`config.mk`:
```
export PLATFORM = sky130hd
export DESIGN_NAME = frame_buf_reader
export DESIGN_NICKNAME = d
export VERILOG_FILES = /design/src/rtl/frame_buf_reader.sv
export SDC_FILE = /design/constraint.sdc
export NUM_CORES = 1
export LEC_CHECK = 0
export ABC_AREA = 0
export CAP_MARGIN = 25
export CELL_PAD_IN_SITES_DETAIL_PLACEMENT = 1
export CELL_PAD_IN_SITES_GLOBAL_PLACEMENT = 2
export CORE_UTILIZATION = 31
export DETAILED_ROUTE_END_ITERATION = 16
export HOLD_SLACK_MARGIN = 0.12
export PLACE_DENSITY_LB_ADDON = 0.2
export SETUP_SLACK_MARGIN = 0.02
export SLEW_MARGIN = 15
export SYNTH_ARGS = -nofsm -noshare
export SYNTH_HDL_FRONTEND = slang
export SYNTH_SLANG_ARGS = --single-unit
export TNS_END_PERCENT = 20
```
`constraint.sdc`:
```
create_clock -name clk -period 3.6 [get_ports clk]
set_input_delay 0.72 -clock clk [delete_from_list [all_inputs] [get_ports clk]]
set_output_delay 0.72 -clock clk [all_outputs]
set_load 0.05 [all_outputs]
```
`src/rtl/frame_buf_reader.sv`:
```
// Streams a frame of words out of a 512x16 synchronous-read sample buffer
// into a valid/ready stream, with a 2-entry output FIFO absorbing consumer stalls.
module frame_buf_reader #(
  parameter int unsigned ADDR_W = 9,
  parameter int unsigned DATA_W = 16
) (
  input  logic              clk,
  input  logic              rst_n,
  input  logic              start,
  input  logic [ADDR_W-1:0] start_addr,
  input  logic [ADDR_W:0]   frame_len,
  output logic [ADDR_W-1:0] adb,
  output logic              ceb,
  output logic              oce,
  input  logic [DATA_W-1:0] dout,
  output logic [DATA_W-1:0] m_data,
  output logic              m_valid,
  input  logic              m_ready,
  output logic              m_last,
  output logic              busy,
  output logic              done
);

  localparam int unsigned LEN_W = ADDR_W + 1;
  localparam logic [LEN_W-1:0] MAX_LEN = LEN_W'(1 << ADDR_W);

  localparam logic [1:0] S_IDLE  = 2'd0;
  localparam logic [1:0] S_READ  = 2'd1;
  localparam logic [1:0] S_DRAIN = 2'd2;
  localparam logic [1:0] S_FIN   = 2'd3;

  logic [1:0]        state_q, state_d;
  logic [ADDR_W-1:0] ptr_q, ptr_d;
  logic [LEN_W-1:0]  iss_left_q, iss_left_d;
  logic              infl_q, infl_d;
  logic              infl_last_q, infl_last_d;
  logic [DATA_W-1:0] head_data_q, head_data_d;
  logic              head_valid_q, head_valid_d;
  logic              head_last_q, head_last_d;
  logic [DATA_W-1:0] skid_data_q, skid_data_d;
  logic              skid_valid_q, skid_valid_d;
  logic              skid_last_q, skid_last_d;
  logic              busy_q, busy_d;
  logic              done_q, done_d;

  logic [LEN_W-1:0]  len_c;
  logic              beat_c;
  logic [1:0]        occ_c;
  logic              issue_c;
  logic [DATA_W-1:0] a_data, b_data;
  logic              a_valid, b_valid, a_last, b_last;

  // Issue gating: words held next cycle (after this beat) plus the new read must fit in 2 entries.
  always_comb begin
    len_c   = (frame_len > MAX_LEN) ? MAX_LEN : frame_len;
    beat_c  = head_valid_q & m_ready;
    occ_c   = 2'(head_valid_q) + 2'(skid_valid_q) + 2'(infl_q) - 2'(beat_c);
    issue_c = (state_q == S_READ) && (iss_left_q != '0) && (occ_c < 2'd2);
  end

  // Output FIFO: pop the head on a beat, then append the word returning from the buffer.
  always_comb begin
    a_valid = beat_c ? skid_valid_q : head_valid_q;
    a_data  = beat_c ? skid_data_q  : head_data_q;
    a_last  = beat_c ? skid_last_q  : head_last_q;
    b_valid = beat_c ? 1'b0 : skid_valid_q;
    b_data  = skid_data_q;
    b_last  = skid_last_q;
    if (infl_q) begin
      if (!a_valid) begin
        a_valid = 1'b1;
        a_data  = dout;
        a_last  = infl_last_q;
      end else begin
        b_valid = 1'b1;
        b_data  = dout;
        b_last  = infl_last_q;
      end
    end
    head_valid_d = a_valid;
    head_data_d  = a_data;
    head_last_d  = a_last;
    skid_valid_d = b_valid;
    skid_data_d  = b_data;
    skid_last_d  = b_last;
  end

  // Frame sequencing and read issue.
  always_comb begin
    state_d     = state_q;
    ptr_d       = ptr_q;
    iss_left_d  = iss_left_q;
    infl_d      = issue_c;
    infl_last_d = issue_c && (iss_left_q == LEN_W'(1));
    case (state_q)
      S_IDLE: begin
        if (start) begin
          ptr_d      = start_addr;
          iss_left_d = len_c;
          state_d    = (len_c == '0) ? S_FIN : S_READ;
        end
      end
      S_READ: begin
        if (issue_c) begin
          ptr_d      = ptr_q + ADDR_W'(1);
          iss_left_d = iss_left_q - LEN_W'(1);
          if (iss_left_q == LEN_W'(1)) state_d = S_DRAIN;
        end
      end
      S_DRAIN: begin
        if (beat_c && head_last_q) state_d = S_FIN;
      end
      default: begin
        state_d = S_IDLE;
      end
    endcase
    busy_d = (state_d != S_IDLE);
    done_d = (state_d == S_FIN);
  end

  always_ff @(posedge clk or negedge rst_n) begin
    if (!rst_n) begin
      state_q      <= S_IDLE;
      ptr_q        <= '0;
      iss_left_q   <= '0;
      infl_q       <= 1'b0;
      infl_last_q  <= 1'b0;
      head_data_q  <= '0;
      head_valid_q <= 1'b0;
      head_last_q  <= 1'b0;
      skid_data_q  <= '0;
      skid_valid_q <= 1'b0;
      skid_last_q  <= 1'b0;
      busy_q       <= 1'b0;
      done_q       <= 1'b0;
    end else begin
      state_q      <= state_d;
      ptr_q        <= ptr_d;
      iss_left_q   <= iss_left_d;
      infl_q       <= infl_d;
      infl_last_q  <= infl_last_d;
      head_data_q  <= head_data_d;
      head_valid_q <= head_valid_d;
      head_last_q  <= head_last_d;
      skid_data_q  <= skid_data_d;
      skid_valid_q <= skid_valid_d;
      skid_last_q  <= skid_last_d;
      busy_q       <= busy_d;
      done_q       <= done_d;
    end
  end

  // The read enable must see the current beat to sustain one word per cycle.
  assign adb     = ptr_q;
  assign ceb     = issue_c;
  assign oce     = 1'b1;
  assign m_data  = head_data_q;
  assign m_valid = head_valid_q;
  assign m_last  = head_last_q;
  assign busy    = busy_q;
  assign done    = done_q;

endmodule

```
==> results.py, run 1 <==
metrics = {
    "sta": {
        "setup_total_neg_slack_ps": 0,
        "setup_violations": 0,
        "grt_setup_unrepaired": "no",
        "final_min_period_over_clock_period": 0.9579,
        "final.min_clock_period_ps": 3448,
        "max_clk_rate_mhz": 290.0,
        "maxSlewViolCount": 0,
        "finClkSkew_ps": 6.676,
        "slew_headroom": 0.3487,
        "final-hold-violation-count": 0,
        "worst_pin_slew_ps": 972.6,
        "hold_slack_ps": 318.2,
    },
    "place": {
        "post-dp-hpwl_um": 5492,
        "place_inst": 490,
        "gpl.final_weighted_congestion": 0.7701,
        "io_buffers": 68,
    },
    "yosys": {
        "syn_area_per_cell_um2": 10.31,
        "yosys_register_bits": 61,
        "synth_area_um2": 3082,
        "synthDominantAreaCellType": "dfrtp_1",
        "synthFlopType": "dfrtp_1",
        "yosysSeqAreaShare": 0.4953,
        "synth.cells.most_frequent": "dfrtp_1 (61), nand2_1 (36), o21ai_0 (30)",
        "share_of_flip_flops_with_an_asynchronous_set_or_reset": 1.000,
        "post-synth-top-area-fraction": 0.4953,
        "syn-instance-count": 299,
        "synthMostInstantiatedCell": "dfrtp_1",
        "syn_nets": 344,
        "synthDistinctLibCells": 52,
        "synth_top_cells_by_area": "dfrtp_1 (50%), mux2_2 (6.2%), mux2i_1 (5.8%)",
        "synth_edf_count": 0,
        "synthesis.yosys.warnings": 0,
    },
    "detailed_routing": {
        "finalWirelength_um": 7805,
        "drt_drc_violations_left": 0,
        "drt_pass1_iterations": 4,
        "dr_total_vias": 2499,
        "route.antenna.remaining_nets": 0,
        "vias_per_cell": 4.949,
        "dr.first_iter.drc_count": 39,
        "route.detailed.wl_per_inst_um": 15.46,
    },
    "critical_path": {
        "r2r_cells": 10,
        "endpoint_kind": "primary output",
        "r2r_path_start": "m_valid",
        "ff2ff_setup_slack_ps": 1050,
        "critPathArrivalTime_ps": 2730,
        "critical_path.reg2reg.endpoint": "adb[0]",
        "setup.worst_path.start_class": "input pin",
        "path_class": "input pin to primary output",
        "crit_fanout": 4,
        "required_ps": 2880,
    },
    "floorplan": {
        "design.die.area_um2": 10340,
        "die_width_um": 101.7,
        "die_height_um": 101.7,
        "floorplan.core_area_um2": 9684,
        "ioPinCount": 70,
        "std_cell_rows": 36,
        "starting_density": 0.3182,
    },
    "grt": {
        "grt.overflow.total": 0,
        "number_of_global_route_vias_before_repair": 2550,
        "grt_max_degree": 42,
        "grt_first_pass_wirelength_um": 12890,
        "antenna_found_initial": 0,
        "global_route.usage.total": 0.1636,
    },
    "power": {
        "power.density_nw_per_um2": 1113,
        "power.clock.fraction": 0.139,
        "sw_frac_of_total": 0.4694,
        "internal-power_w": 0.002422,
        "vdd.ir_drop.worst_v": 0.0003794,
        "leakage_nw": 1.728,
        "p_seq_frac": 0.284,
        "combinational_share_of_power": 0.577,
        "power_spent_charging_and_discharging_nets_w": 0.002143,
    },
    "cells_and_area": {
        "layout-area-overhead-vs-synth_pct": 33.09,
        "antennaDiodeCount": 0,
        "nFillCells": 1096,
        "finish.net_count": 413,
        "post_layout_nonfiller_instances": 505,
        "drive_above_1_share": 0.1532,
    },
    "clock_tree": {
        "clock_tree_root": "clkbuf_8",
        "numClockSinks": 61,
        "clkTransAtPathRegs_ps": 70,
        "clock_insertion_delay_worst_skew_ps": 340,
        "cts_buffers": 9,
        "cts_hold_buf": 0,
        "clock_tree.buffer_depth": 2,
        "tritoncts_clock_tree": "done",
        "htreeDepth": 3,
        "post_cts_resized": 0,
        "postCtsSetupRepairBufs": 0,
    },
    "flow_run": {
        "max_cap_viol_count": 0,
    },
    "hold_path": {
        "hold_path_class": "input pin to asynchronous set/reset pin",
    },
    "run_status": {
        "run_status": "complete, no violations",
    },
}
critical path, stage by stage:
cell and delay [ps]:
clkdlybuf4s50_1 420, and2_1 160, ha_1 270, inv_1 40
ha_1 300, a21oi_4 160, mux2i_4 280, and2_1 220
buf_12 150
kinds of logic (layout without fill, tap and decap cells):
| kind of cell | after synthesis | in the layout | share of synthesized area |
|---|---|---|---|
| fa+ha+maj | 6 | 6 | 0.02436 |
| buf+inv | 28 | 101 | 0.04425 |
| compound gates | 88 | 88 | 0.1791 |
| simple gates | 79 | 79 | 0.1279 |
| flops | 61 | 61 | 0.4953 |
| other cells | 1 | 1 | 0.001217 |
| mux | 36 | 36 | 0.1279 |
placed cells by master (no fill, tap or decap), drive strengths merged, types with 2 or more instances in the layout:
cell type / n
clkdlybuf4s50: 66
dfrtp: 61
nand2: 36
a21oi: 33
o21ai: 30
mux2i: 19
mux2: 17
inv: 12
clkbuf: 11
nor2: 8
buf: 8
o22ai: 7
nand3: 6
ha: 6
and2: 4
a31oi: 4
nor4: 3
nand4: 3
nor3: 3
nand3b: 2
and3: 2
or2: 2
o21bai: 2
clkinv: 2
nor2b: 2
layer usage:
metal	routed length, um	track usage	vias to the layer above
met3	281	0.03313	10
met2	3692	0.2630	47
li1	-	-	1205
met4	134	0.06577	0
met1	3696	0.2154	1237
met5	0	0	-
through the flow:
step / total power, W / utilization / worst slack (ps) / instance area (um^2)
detailed placement: 0.003986 / 0.4030 / 134.1 / 3902
global route: 0.004918 / 0.4235 / 38.98 / 4101
floorplan: 0.003172 / - / 65.21 / 3082
global placement: 0.003912 / 0.4030 / 130.7 / 3902
finish: 0.004565 / 0.4235 / 151.5 / 4101
CTS: 0.004630 / 0.4235 / 132.3 / 4101
sequential cells by signal, summed over array words and instances, names as in the netlist:
name          flops
skid_valid_q      1
m_valid           1
iss_left_q       10
busy              1
infl_q            1
skid_data_q      16
done              1
skid_last_q       1
adb               9
state_q           2
infl_last_q       1
m_data           16
m_last            1
power by group through the flow:
stage	Combinational (W)	Sequential [W]	Clock, W
3_5_place_dp	0.00268	0.00131	0
2_1_floorplan	0.00140	0.00177	0
5_1_grt	0.00289	0.00135	0.000675
6_report	0.00263	0.00130	0.000634
3_3_place_gp	0.00261	0.00130	0
4_1_cts	0.00267	0.00130	0.000656
worst max path at each step:
stage / startpoint / endpoint / depth (start not counted)
finish: m_ready / ceb / 9
global route: m_ready / ceb / 9
CTS: m_ready / ceb / 9
detailed placement: m_ready / ceb / 9
global placement: m_ready / ceb / 9
floorplan: m_valid / ceb / 8
area by class of cell:
| cell class | instances | area [um^2] | area share |
|---|---|---|---|
| flip-flops and latches | 61 | 1526 | 0.3722 |
| clock inverters | 4 | 47.55 | 0.01159 |
| clock buffers | 11 | 151.4 | 0.03691 |
| inverters | 12 | 45.04 | 0.01098 |
| well taps | 133 | 166.4 | 0.04057 |
| multi-input cells | 210 | 1421 | 0.3466 |
| repair buffers | 74 | 743.2 | 0.1812 |
No activity file was read; power rests on OpenSTA's default activity.
==> inputs of run 2 (changes only) <==
Settings changed: CORE_MARGIN from default to 8.
==> run 2 against run 1 <==
  * Wire length up 5.3%
  * First-iteration DRC count up 79%
  * Register-to-register slack better by 70 ps
  * Non-clock buffer count up 1
  * Via count down 0.28%
  * Total power about the same
  * Sequential share of layout area down 0.079 points
  * Final cell count up 0.40%
  * Critical path type unchanged
  * Critical endpoint unchanged
==> results.py, run 2 (synthesis results as in run 1) <==
metrics = {
    "run_status": {
        "run_status": "complete, no violations",
    },
    "sta": {
        "setup_violations": 0,
        "final_min_period_over_clock_period": 0.9624,
        "setup_total_neg_slack_ps": 0,
        "final-hold-violation-count": 0,
        "grt_setup_unrepaired": "no",
        "finClkSkew_ps": 6.889,
        "final.min_clock_period_ps": 3465,
        "max_clk_rate_mhz": 288.6,
        "worst_pin_slew_ps": 812.9,
        "maxSlewViolCount": 0,
        "hold_slack_ps": 497.2,
        "slew_headroom": 0.4581,
        "worst_slack_ps": 135.2,
    },
    "floorplan": {
        "ioPinCount": 70,
        "starting_density": 0.3167,
        "std_cell_rows": 36,
        "floorplan.core_area_um2": 9729,
        "design.die.area_um2": 13390,
        "die_height_um": 115.7,
        "die_width_um": 115.7,
    },
    "clock_tree": {
        "htreeDepth": 3,
        "clock_tree.buffer_depth": 2,
        "clock_tree_root": "clkbuf_8",
        "clkTransAtPathRegs_ps": 70,
        "numClockSinks": 61,
        "cts_buffers": 9,
        "tritoncts_clock_tree": "done",
        "clock_insertion_delay_worst_skew_ps": 340,
        "postCtsSetupRepairBufs": 0,
    },
    "critical_path": {
        "critPathArrivalTime_ps": 2740,
        "crit_fanout": 4,
        "timing.critical_path.mode_cell": "ha_1",
        "endpoint_kind": "primary output",
        "critical_path.slowest_cell": "clkdlybuf4s50_1",
        "critical_path_buf_inv_count": 3,
        "path_class": "input pin to primary output",
        "required_ps": 2880,
        "setup.worst_path.start_class": "input pin",
        "path_delay_family": "buffers and inverters",
        "timing.critical_path.cells": "clkdlybuf4s50_1 > and2_1 > ha_1 > inv_1 > ha_1 > a21oi_4 > mux2i_4 > and2_2 > buf_12",
        "crit_path_max_incr_delay_ps": 450,
    },
    "cells_and_area": {
        "mostFrequentLayoutCell": "clkdlybuf4s50_1",
        "nFillCells": 1120,
        "finish.net_count": 414,
        "antennaDiodeCount": 0,
        "layout_common_cells": "clkdlybuf4s50_1 (66), dfrtp_1 (61), nand2_1 (36)",
        "layout-area-overhead-vs-synth_pct": 33.37,
        "drive_above_1_share": 0.1604,
        "utilization": 0.4225,
    },
    "power": {
        "leakage_nw": 1.724,
        "vdd.ir_drop.worst_v": 0.0003923,
        "power.density_nw_per_um2": 1110,
    },
    "detailed_routing": {
        "dr_total_vias": 2492,
        "route.antenna.remaining_nets": 0,
        "drt_drc_violations_left": 0,
        "route.detailed.wl_per_inst_um": 16.20,
        "finalWirelength_um": 8215,
        "drt_pass1_iterations": 4,
        "vias_per_cell": 4.915,
        "dr.first_iter.drc_count": 70,
    },
    "place": {
        "gpl.final_weighted_congestion": 0.7490,
        "io_buffers": 68,
        "dp_slack_ps": 91.56,
        "post-dp-hpwl_um": 5770,
    },
    "flow_run": {
        "max_cap_viol_count": 0,
    },
    "grt": {
        "grt_max_degree": 62,
        "grt.overflow.total": 0,
        "number_of_global_route_vias_before_repair": 2828,
        "global_route.usage.total": 0.1328,
        "grt_first_pass_wirelength_um": 14100,
        "antenna_found_initial": 0,
    },
    "hold_path": {
        "hold_path_class": "register to register",
    },
}
run 2: changes by cell type in the layout (fill, tap and decap cells not counted), sizes merged:
cell and delta:
buf +1, clkbuf -2, clkinvlp +2, inv +1
run 2: worst paths after layout:
| path | to | slack, ps | start | cells after the start |
|---|---|---|---|---|
| setup / recovery | ceb | 140 | m_ready | 9 |
| hold / removal | m_valid | 500 | infl_q | 2 |
| setup reg to reg | busy | 1120 | m_valid | 9 |
| hold reg to reg | m_valid | 500 | infl_q | 2 |
| max in group asynchronous | m_data[7] | 2510 | rst_n | 2 |
| min in group asynchronous | m_data[2] | 550 | rst_n | 2 |
run 2: worst register-to-register path: cells and delay by family, from the launching register on:
kind / cells / cell delay, ps
AOI/OAI and AO/OA: 3 / 710
and+or+nand+nor: 2 / 410
DFF: 1 / 450
muxes: 1 / 200
adders and majority gates: 2 / 570
buffers and inverters: 1 / 40
run 2: final cells by class:
| class | instances | area (um^2) | share of cell area |
|---|---|---|---|
| inverters | 12 | 45.04 | 0.01096 |
| repair buffers | 75 | 750.7 | 0.1826 |
| clock buffers | 9 | 123.9 | 0.03014 |
| well taps | 133 | 166.4 | 0.04049 |
| multi-input cells | 210 | 1423 | 0.3461 |
| clock inverters | 7 | 75.07 | 0.01826 |
| flip-flops and latches | 61 | 1526 | 0.3714 |
run 2: report_power, final:
group | switching (W) | total [W] | internal, W
logic | 0.00158 | 0.00264 | 0.00107
clock network | 0.000299 | 0.000621 | 0.000322
registers | 0.000271 | 0.00130 | 0.00102
total | 0.00215 | 0.00456 | 0.00241
run 2: layer usage:
metal	global-route usage	vias to the layer above	routed length, um
met5	0	-	0
met2	0.2225	55	3835
met1	0.1622	1218	3801
met3	0.02970	12	445
met4	0.05272	0	133
li1	-	1207	-
run 2: what timing repair did:
action                     in CTS  in global routing
resized for setup               0                  1
setup endpoints to repair       0                  1
hold buffers                    0                  0
run 2: per-stage QoR:
step	area [um^2]	cells	total power (W)
global route	4110	507	0.004935
CTS	4109	507	0.004637
floorplan	3082	299	0.003172
detailed placement	3910	491	0.003997
global placement	3910	491	0.003933
finish	4110	507	0.004561
